[src/rtl/fft12_pkg.sv]
// Shared constants, sample type and helpers for the fft12 frame loader slice.
// sat_shl is only used when FFT12_LOADER_SCALE_EN is defined.
package fft12_pkg;

    localparam int FFT12_N = 12;
    localparam int FFT12_W = 16;

    typedef struct packed {
        logic signed [FFT12_W-1:0] re;
        logic signed [FFT12_W-1:0] im;
    } fft12_sample_t;

    // Low bit of lane k in the packed out_re/out_im buses.
    function automatic int lane_lo(input int k);
        return k * FFT12_W;
    endfunction

    // Arithmetic left shift clamped to the signed W-bit range.
    function automatic logic signed [FFT12_W-1:0] sat_shl(
        input logic signed [FFT12_W-1:0] x,
        input int unsigned               sh
    );
        logic signed [2*FFT12_W-1:0] wide;
        logic signed [2*FFT12_W-1:0] max_v;
        logic signed [2*FFT12_W-1:0] min_v;
        wide  = {{FFT12_W{x[FFT12_W-1]}}, x};
        wide  = wide <<< sh;
        max_v = {{(FFT12_W+1){1'b0}}, {(FFT12_W-1){1'b1}}};
        min_v = {{(FFT12_W+1){1'b1}}, {(FFT12_W-1){1'b0}}};
        if (wide > max_v) begin
            return max_v[FFT12_W-1:0];
        end
        if (wide < min_v) begin
            return min_v[FFT12_W-1:0];
        end
        return wide[FFT12_W-1:0];
    endfunction

endpackage

[src/rtl/fft12_frame_loader_if.sv]
// Sample-in and frame-out handshakes of the fft12 frame loader.
// slave is the loader side, master the producer/FFT side.
interface fft12_frame_loader_if;
    import fft12_pkg::*;

    logic                         in_valid;
    logic                         in_ready;
    logic                         in_sof;
    logic [FFT12_W-1:0]           in_re;
    logic [FFT12_W-1:0]           in_im;
    logic                         out_valid;
    logic                         out_ready;
    logic [FFT12_N*FFT12_W-1:0]   out_re;
    logic [FFT12_N*FFT12_W-1:0]   out_im;

    modport slave (
        input  in_valid, in_sof, in_re, in_im, out_ready,
        output in_ready, out_valid, out_re, out_im
    );

    modport master (
        output in_valid, in_sof, in_re, in_im, out_ready,
        input  in_ready, out_valid, out_re, out_im
    );

endinterface

[src/rtl/fft12_sample_bank.sv]
// One N-entry complex sample bank with an indexed write port and a full flag.
// Two of these form the loader's ping-pong buffer.
module fft12_sample_bank
    import fft12_pkg::*;
#(
    parameter int N = FFT12_N,
    localparam int IDX_W = $clog2(N)
) (
    input  logic                      clk,
    input  logic                      rst,
    input  logic                      wr_en,
    input  logic [IDX_W-1:0]          wr_idx,
    input  fft12_sample_t             wr_data,
    input  logic                      set_full,
    input  logic                      clr_full,
    output logic                      full,
    output fft12_sample_t [N-1:0]     rd_data
);

    fft12_sample_t [N-1:0] entry_q;
    fft12_sample_t [N-1:0] entry_d;
    logic                  full_q;
    logic                  full_d;

    always_comb begin
        entry_d = entry_q;
        for (int i = 0; i < N; i++) begin
            if (wr_en && (wr_idx == IDX_W'(i))) begin
                entry_d[i] = wr_data;
            end
        end
    end

    // set and clear never coincide: set needs an empty bank, clear a full one.
    always_comb begin
        full_d = full_q;
        if (set_full) begin
            full_d = 1'b1;
        end
        if (clr_full) begin
            full_d = 1'b0;
        end
    end

    always_ff @(posedge clk) begin
        if (rst) begin
            entry_q <= '0;
            full_q  <= 1'b0;
        end else begin
            entry_q <= entry_d;
            full_q  <= full_d;
        end
    end

    assign full    = full_q;
    assign rd_data = entry_q;

endmodule

[src/rtl/fft12_frame_loader.sv]
// Serial-to-frame loader feeding cbaFFT12 through a two-bank ping-pong buffer.
// Optional build macro FFT12_LOADER_SCALE_EN: saturating <<SCALE_SHIFT on store.
module fft12_frame_loader
    import fft12_pkg::*;
#(
    parameter int          W           = FFT12_W,
    parameter int          N           = FFT12_N,
    parameter int unsigned SCALE_SHIFT = 8
) (
    input  logic                   clk,
    input  logic                   rst,
    fft12_frame_loader_if.slave    io,
    output logic                   sof_err,
    output logic [15:0]            frame_cnt
);

    localparam int IDX_W = $clog2(N);

    logic [IDX_W-1:0]      wr_idx_q, wr_idx_d, wr_addr;
    logic                  wr_bank_q, wr_bank_d;
    logic                  rd_bank_q, rd_bank_d;
    logic                  sof_err_q, sof_err_d;
    logic [15:0]           frame_cnt_q, frame_cnt_d;
    logic                  wr_en;
    logic                  accept;
    logic                  out_valid;
    logic [1:0]            full;
    logic [1:0]            set_full;
    logic [1:0]            clr_full;
    logic [1:0]            bank_wr_en;
    fft12_sample_t         wr_sample;
    fft12_sample_t [N-1:0] bank_data [2];

`ifdef FFT12_LOADER_SCALE_EN
    assign wr_sample = '{re: sat_shl(io.in_re, SCALE_SHIFT),
                         im: sat_shl(io.in_im, SCALE_SHIFT)};
`else
    logic [31:0] unused_scale_shift;
    assign unused_scale_shift = 32'(SCALE_SHIFT);
    assign wr_sample = '{re: io.in_re, im: io.in_im};
`endif

    assign io.in_ready = !full[wr_bank_q];
    assign accept      = io.in_valid && !full[wr_bank_q];
    assign out_valid   = full[rd_bank_q];
    assign io.out_valid = out_valid;
    assign bank_wr_en  = {wr_en & wr_bank_q, wr_en & ~wr_bank_q};

    always_comb begin
        wr_idx_d    = wr_idx_q;
        wr_bank_d   = wr_bank_q;
        rd_bank_d   = rd_bank_q;
        frame_cnt_d = frame_cnt_q;
        sof_err_d   = 1'b0;
        wr_en       = 1'b0;
        wr_addr     = wr_idx_q;
        set_full    = '0;
        clr_full    = '0;

        if (accept) begin
            wr_en = 1'b1;
            if (io.in_sof && (wr_idx_q != '0)) begin
                // Abandon the partial frame; this sample restarts it at slot 0.
                wr_addr   = '0;
                wr_idx_d  = IDX_W'(1);
                sof_err_d = 1'b1;
            end else if (wr_idx_q == IDX_W'(N-1)) begin
                set_full[wr_bank_q] = 1'b1;
                wr_bank_d           = !wr_bank_q;
                wr_idx_d            = '0;
            end else begin
                wr_idx_d = wr_idx_q + 1'b1;
            end
        end

        if (out_valid && io.out_ready) begin
            clr_full[rd_bank_q] = 1'b1;
            rd_bank_d           = !rd_bank_q;
            frame_cnt_d         = frame_cnt_q + 16'd1;
        end
    end

    always_ff @(posedge clk) begin
        if (rst) begin
            wr_idx_q    <= '0;
            wr_bank_q   <= 1'b0;
            rd_bank_q   <= 1'b0;
            sof_err_q   <= 1'b0;
            frame_cnt_q <= '0;
        end else begin
            wr_idx_q    <= wr_idx_d;
            wr_bank_q   <= wr_bank_d;
            rd_bank_q   <= rd_bank_d;
            sof_err_q   <= sof_err_d;
            frame_cnt_q <= frame_cnt_d;
        end
    end

    for (genvar gi = 0; gi < 2; gi++) begin : g_bank
        fft12_sample_bank #(.N(N)) u_bank (
            .clk      (clk),
            .rst      (rst),
            .wr_en    (bank_wr_en[gi]),
            .wr_idx   (wr_addr),
            .wr_data  (wr_sample),
            .set_full (set_full[gi]),
            .clr_full (clr_full[gi]),
            .full     (full[gi]),
            .rd_data  (bank_data[gi])
        );
    end

    // Banks reset to zero, so the idle output bus reads zero after reset.
    for (genvar gi = 0; gi < N; gi++) begin : g_lane
        assign io.out_re[lane_lo(gi) +: W] = rd_bank_q ? bank_data[1][gi].re : bank_data[0][gi].re;
        assign io.out_im[lane_lo(gi) +: W] = rd_bank_q ? bank_data[1][gi].im : bank_data[0][gi].im;
    end

    assign sof_err   = sof_err_q;
    assign frame_cnt = frame_cnt_q;

endmodule
[src/flat_wrapper.sv]
// flat-port wrapper written by rule: the top's interface ports become plain ports
module fft12_frame_loader_flat import fft12_pkg::*;
#(
    parameter int          W           = FFT12_W,
    parameter int          N           = FFT12_N,
    parameter int unsigned SCALE_SHIFT = 8
)
  (clk, rst, sof_err, frame_cnt, io_in_valid, io_in_sof, io_in_re, io_in_im, io_out_ready, io_in_ready, io_out_valid, io_out_re, io_out_im);
  fft12_frame_loader_if io_i ();
  input  logic clk;
  input  logic rst;
  output logic sof_err;
  output logic [15:0] frame_cnt;
  input wire logic [$bits(io_i.in_valid)-1:0] io_in_valid;
  input wire logic [$bits(io_i.in_sof)-1:0] io_in_sof;
  input wire logic [$bits(io_i.in_re)-1:0] io_in_re;
  input wire logic [$bits(io_i.in_im)-1:0] io_in_im;
  input wire logic [$bits(io_i.out_ready)-1:0] io_out_ready;
  output wire logic [$bits(io_i.in_ready)-1:0] io_in_ready;
  output wire logic [$bits(io_i.out_valid)-1:0] io_out_valid;
  output wire logic [$bits(io_i.out_re)-1:0] io_out_re;
  output wire logic [$bits(io_i.out_im)-1:0] io_out_im;
  assign io_i.in_valid = io_in_valid;
  assign io_i.in_sof = io_in_sof;
  assign io_i.in_re = io_in_re;
  assign io_i.in_im = io_in_im;
  assign io_i.out_ready = io_out_ready;
  assign io_in_ready = io_i.in_ready;
  assign io_out_valid = io_i.out_valid;
  assign io_out_re = io_i.out_re;
  assign io_out_im = io_i.out_im;
  fft12_frame_loader #(.W(W), .N(N), .SCALE_SHIFT(SCALE_SHIFT)) u_core (.clk(clk), .rst(rst), .io(io_i), .sof_err(sof_err), .frame_cnt(frame_cnt));
endmodule
[config.mk]
export PLATFORM = sky130hd
export DESIGN_NAME = fft12_frame_loader_flat
export DESIGN_NICKNAME = d
export VERILOG_FILES = /design/src/rtl/fft12_pkg.sv /design/src/rtl/fft12_frame_loader_if.sv /design/src/rtl/fft12_sample_bank.sv /design/src/rtl/fft12_frame_loader.sv /design/src/flat_wrapper.sv
export SDC_FILE = /design/constraint.sdc
export NUM_CORES = 2
export LEC_CHECK = 0
export BUFFER_PORTS_ARGS = -buffer_cell sky130_fd_sc_hd__buf_2
export CORE_MARGIN = 10
export CORE_UTILIZATION = 45
export DETAILED_ROUTE_END_ITERATION = 8
export PLACE_DENSITY = 0.71
export SYNTH_ARGS = -nofsm -noshare
export SYNTH_HDL_FRONTEND = slang
export SYNTH_SLANG_ARGS = --single-unit
[constraint.sdc]
create_clock -name clk -period 2.13 [get_ports clk]
set_clock_uncertainty 0.05 [all_clocks]
set_input_delay 0.426 -clock clk [delete_from_list [all_inputs] [get_ports clk]]
set_output_delay 0.426 -clock clk [all_outputs]
set_load 0.05 [all_outputs]
== Yosys cells after proc, flatten, opt, wreduce, memory -nomap -nowiden ==
Index checks and enable logic that the tools add are counted.
Widths: inputs -> output; s select.

* Register bits: 793
* Input port bits: 37
* Output and inout bits: 403
* Logic and storage cells: 158

* $add $sub $neg: 2
* Order comparisons: 4
* Eq/ne operators: 12
* Multiplexer cells: 42
* Bitwise gates (word level): 5
* Reduce and logical (&&, ||, !) cells: 38

{| class="wikitable"
|+ Operator list
! cell !! number
|-
| $mux 16 || 24
|-
| $logic_and 1x1->1 || 29
|-
| $eq 4x4->1 const B || 5
|-
| $add 16x1->16 const B || 1
|-
| $eq 4x3->1 const B || 4
|-
| $mux 4 || 4
|-
| $eq 4x2->1 const B || 2
|-
| $mux 1 || 8
|-
| $mux 2 || 4
|-
| $reduce_or 2->1 || 3
|-
| $add 4x1->4 const B || 1
|-
| $eq 4x1->1 const B || 1
|-
| $logic_not 4->1 || 1
|-
| $lt 1x2->1 const B || 2
|-
| $reduce_bool 4->1 || 1
|-
| $logic_not 1->1 || 3
|-
| $not 1->1 || 3
|-
| $reduce_and 3->1 || 1
|-
| $and 1x1->1 || 2
|-
| $demux 1 s1 || 2
|-
| $ge 1x1->1 const B || 2
|}

== Logic depth before layout (Yosys ltp) ==
* Word-level depth: 7
* Gate-level depth with buffers: 9
* Gate-level depth less buffers: 6

== Cells and area by module ==
From an unflattened synthesis, not the netlist that was laid out.

* Cells, all modules: 3214
* Area total of the unflattened synthesis: 35420.2 um^2

{| class="wikitable"
|+ Modules (own cells, without submodules)
! module !! instances !! cells an instance !! area each (um^2) !! seq. area each (um^2)
|-
| fft12_sample_bank || 2 || 1325 || 14894.3 || 7707.4
|-
| fft12_frame_loader || 1 || 564 || 5631.7 || 460.4
|}

== Least setup slack after synthesis ==
No wires, ideal clock.

* Path kind: flip-flop to flip-flop
* Start: register u_core.wr_bank_q
* End: register u_core.g_bank[0].u_bank.entry_q, in the netlist u_core.g_bank[0].u_bank.rd_data[138]
* Data arrival time: 2278 ps
* Path slack: -270 ps
* Stages on the path, launching flop included: 7
* Buffers on the path: 2
* Clock period less this slack: 2400 ps
* Path through: dfxtp_1 mux2i_2 nand4_2 buf_4 nand4_2 buf_2 mux2i_1

* Cells in the longest elaborated chain, start to end: 7
* Elaborated cells on any way between the ends: 10

{| class="wikitable"
|+ RTL lines
! element !! RTL line !! RTL
|-
| start: declaration || fft12_frame_loader.sv:20 || <nowiki>logic wr_bank_q, wr_bank_d;</nowiki>
|-
| start signal: assignment || fft12_frame_loader.sv:92 || <nowiki>wr_bank_q <= wr_bank_d;</nowiki>
|-
| $mux 1 (*) (2 in a row) || n/a ||
|-
| $logic_not 1->1 (*) || n/a ||
|-
| via io_in_ready || flat_wrapper.sv:19 || <nowiki>output wire logic [$bits(io_i.in_ready)-1:0] io_in_ready;</nowiki>
|-
| $logic_and 1x1->1 (*) || fft12_frame_loader.sv:44 || <nowiki>assign accept = io.in_valid && !full[wr_bank_q];</nowiki>
|-
| $mux 4 or $mux 1 (tied branches) || fft12_frame_loader.sv:60 || <nowiki>if (accept) begin</nowiki>
|-
| $eq 4x3->1 or $and 1x1->1 (tied branches) || fft12_sample_bank.sv:28, fft12_frame_loader.sv:47 ||
|-
| $logic_and 1x1->1 (*) || fft12_sample_bank.sv:28 || <nowiki>if (wr_en && (wr_idx == IDX_W'(i))) begin</nowiki>
|-
| end signal: assignment || fft12_sample_bank.sv:50 || <nowiki>entry_q <= entry_d;</nowiki>
|-
| end: declaration || fft12_sample_bank.sv:20 || <nowiki>fft12_sample_t [N-1:0] entry_q;</nowiki>
|}

Mark *: on every way through the listed nets, which the timed path passes. The rest lies on a longest branch. The select of a mux whose other input is x is not followed.
A chain may end at the register's enable or synchronous reset.

== Worst setup path in the final report ==
* Start: register u_core.rd_bank_q
* End: output io_out_im[34]

* Cells in the longest elaborated chain, start to end: 1

{| class="wikitable"
|+ RTL lines
! element !! RTL line !! RTL
|-
| start: declaration || fft12_frame_loader.sv:21 || <nowiki>logic rd_bank_q, rd_bank_d;</nowiki>
|-
| start signal: assignment || fft12_frame_loader.sv:93 || <nowiki>rd_bank_q <= rd_bank_d;</nowiki>
|-
| $mux 16 || fft12_frame_loader.sv:116 || <nowiki>assign io.out_im[lane_lo(gi) +: W] = rd_bank_q ? bank_data[1][gi].im : bank_data[0][gi].im;</nowiki>
|-
| end: declaration || flat_wrapper.sv:22 || <nowiki>output wire logic [$bits(io_i.out_im)-1:0] io_out_im;</nowiki>
|}

Every way passes these cells.

==> flow_summary.yaml <==
timing:
  fin_ws_ns: -0.4325
  whs_ns: 0.05897
  rsz0062_at_grt: "yes"
  tightest_slew_ns: 0.6385
  hold_viol: 0
  fin_crit_ns: 2.563
  fmax_ghz: 0.3902
  setup_violations: 386
  slew_viol_final: 0
  maxSlewHeadroom_pct: 57.43
  period_share_pct: 120.3
synth:
  synthDistinctLibCells: 41
  syn-cell-area_um2: 34500
  synth_edf_count: 0
  syn_avg_cell_area_um2: 10.18
  async_flop_share_pct: 0
  ys_warn_count: 0
  syn_inst: 3390
  synth_seq_cells: 793
  synth_seq_area_share_pct: 46.02
  ys.flop_type: "dfxtp_1"
  synth_nets: 3430
run_status:
  violations: "setup timing"
  status: "finished, violations left"
pwr:
  power_density_nw_per_um2: 707.6
  p_total_w: 0.03267
  ir_worst_vdd_mv: 0.5748
  leakage_nw: 21.11
setup_path:
  slowest_stage: "dfxtp_4"
  r2r-end: "u_core.g_bank[0].u_bank.rd_data[130]"
  endpoint: "io_out_im[34]"
  crit_chain: "buf_12 -> buf_16 -> buf_12 -> mux2_2 -> buf_4"
  r2r_start: "u_core.wr_idx_q[0]"
  cp_top_family: "buffers and inverters"
  crit_path_start_kind: "flop"
  critical_path.startpoint: "u_core.rd_bank_q"
  path_max_fanout: 14
  cp.required_ns: 1.65
  worst-path-stages: 5
  crit_arrival_ns: 2.09
  path_common_cell: "buf_12"
  rr_worst_depth: 9
  end_kind: "output pin"
  path_buf_inv: 4
  max_stage_delay_ns: 0.39
  critPathKind: "reg -> out"
  rrSetupSlack_ns: -0.01
global_routing:
  antenna_found_initial: 3
  grt_pass1_wl_um: 156800
  grtUsageTotal_pct: 22.25
  overflow: 0
  grt_max_degree: 145
  first_global_vias: 25544
cts:
  clk_pin_slew_ns: 0.06
  clk_latency_ns: 0.63
  numCtsBuffers: 86
  clockBufferDepth: 3
  cts_tree: "built"
  htreeDepth: 3
  cts-root-buf: "clkbuf_16"
  clock-sinks: 793
  ctsHoldBuffers: 0
die:
  placement_rows: 101
  fp.dieW_um: 296.9
  initial_core_util_pct: 45.42
  die_area_um2: 88130
  chipHeight_um: 296.9
  ios: 440
  core_region_area_um2: 75950
detailed_routing:
  num_vias: 25917
  routed_wl_um: 108900
  final_antenna_net_count: 0
  post_drt_wl_per_cell_um: 22.22
  drt_iter0_markers: 1790
  firstDrtPassIters: 5
  viasPerCell: 5.285
  route.detailed.drc: 0
finish:
  final_common_cell: "dfxtp_1"
  diodes: 0
  syn_to_final_growth_pct: 33.83
  instances_no_fill: 4904
  nets: 3847
  final_cell_mix: "791 x dfxtp_1, 611 x nand2b_1, 576 x mux2i_1"
  n_fill_cell: 5937
  final_area_um2: 46170
  drive_above_1_share_pct: 30.59
placement:
  portBuffers: 439
  place_congestion: 0.7970
  post-dp-hpwl_um: 67290
  place_ws_ns: 0.04303
  dp.cells: 4697
  placed_cell_area_um2: 38710
worst_hold_path:
  hold_class: "in -> reg"
flow_run:
  maxCapViolCount: 0
[synth_stat cells (2+ instances only)]
cell type	number	area share, %
a211oi_1	2	0.044
mux2i_1	576	17
mux2_2	384	13
clkbuf_1	199	2.2
or4_1	6	0.13
nor2b_1	5	0.091
inv_1	3	0.033
dfxtp_1	793	46
and3_1	3	0.054
nand2b_1	611	11
nand4_2	10	0.36
nor2_1	14	0.15
nand2_1	392	4.3
nand4_1	16	0.29
xor2_1	8	0.20
nor3_1	3	0.044
o21ai_2	2	0.051
nand3_1	8	0.12
buf_1	39	0.42
and4_1	9	0.23
o21ai_0	3	0.044
a21oi_1	206	3.0
o31ai_1	6	0.13
nand3b_1	2	0.044
buf_4	36	0.78
and2_1	2	0.036
ha_1	3	0.11
buf_2	36	0.52
[sequential cells by signal, indices dropped and copies added (netlist names)]
name / cells
u_core.g_bank.u_bank.full: 2
u_core.sof_err: 1
u_core.g_bank.u_bank.rd_data: 768
u_core.rd_bank_q: 1
u_core.frame_cnt: 16
u_core.wr_idx_q: 4
u_core.wr_bank_q: 1
[timing repair]
item / 4_1_cts / 5_1_grt
pin swaps: 0 / 1
gates resized for setup: 306 / 989
setup endpoints to repair: 386 / 486
gates cloned: 5 / 22
setup buffers: 9 / 17
[cells by family after synthesis]
group / count (synthesis) / synth area share, %
buffers and inverters: 313 / 3.928
xor gates and xnor gates: 9 / 0.2285
AOI/OAI and AO/OA: 220 / 3.282
and+or+nand+nor: 1090 / 17.11
muxes: 962 / 29.32
DFF: 793 / 46.02
adders and majority gates: 3 / 0.1088
[worst min path at each step]
stage,startpoint,to,slack [ns],depth (start not counted)
2_1_floorplan,u_core.g_bank[1].u_bank.rd_data[100],u_core.g_bank[1].u_bank.rd_data[100],0.38,2
3_3_place_gp,u_core.g_bank[0].u_bank.rd_data[52],u_core.g_bank[0].u_bank.rd_data[52],0.39,2
3_5_place_dp,u_core.g_bank[0].u_bank.rd_data[101],u_core.g_bank[0].u_bank.rd_data[101],0.39,2
4_1_cts,io_in_re[1],u_core.g_bank[0].u_bank.rd_data[113],0.01,3
5_1_grt,io_in_re[0],u_core.g_bank[0].u_bank.rd_data[80],0.05,3
6_report,io_in_re[0],u_core.g_bank[0].u_bank.rd_data[80],0.06,3
[cell type report]
class	count	area (µm²)	area share, %
multi-input cells	2284	18220	39.46
flip-flops and latches	793	15880	34.40
repair buffers	639	7761	16.81
clock buffers	129	2636	5.710
well taps	1030	1289	2.792
clock inverters	26	370.4	0.8022
inverters	3	11.26	0.02439
[power breakdown]
| part | internal (W) | switching (W) | leakage (nW) |
|---|---|---|---|
| clock | 0.00943 | 0.00629 | 1.49 |
| sequential | 0.0149 | 0.0000505 | 6.39 |
| combinational | 0.000735 | 0.00124 | 13.2 |
[worst min-delay path, cell delays in order]
cell	delay [ns]
buf_2	0.15
nand2_1	0.07
a21oi_1	0.05
[through the flow]
step | TNS (ns) | util [%]
global route | -160.45 | 60.78
detailed placement | 0 | 50.96
global placement | 0 | 50.96
finish | -131.94 | 60.78
floorplan | -0.7455 | -
CTS | -173.60 | 56.54
[metal layers]
metal | up-vias | wire length [µm] | GRT usage, %
li1 | 12192 | - | -
met1 | 12767 | 47590 | 29.70
met2 | 770 | 52110 | 35.89
met3 | 186 | 6373 | 4.539
met4 | 2 | 2862 | 6.503
met5 | - | 7 | 0
No activity file was read; power rests on OpenSTA's default activity.
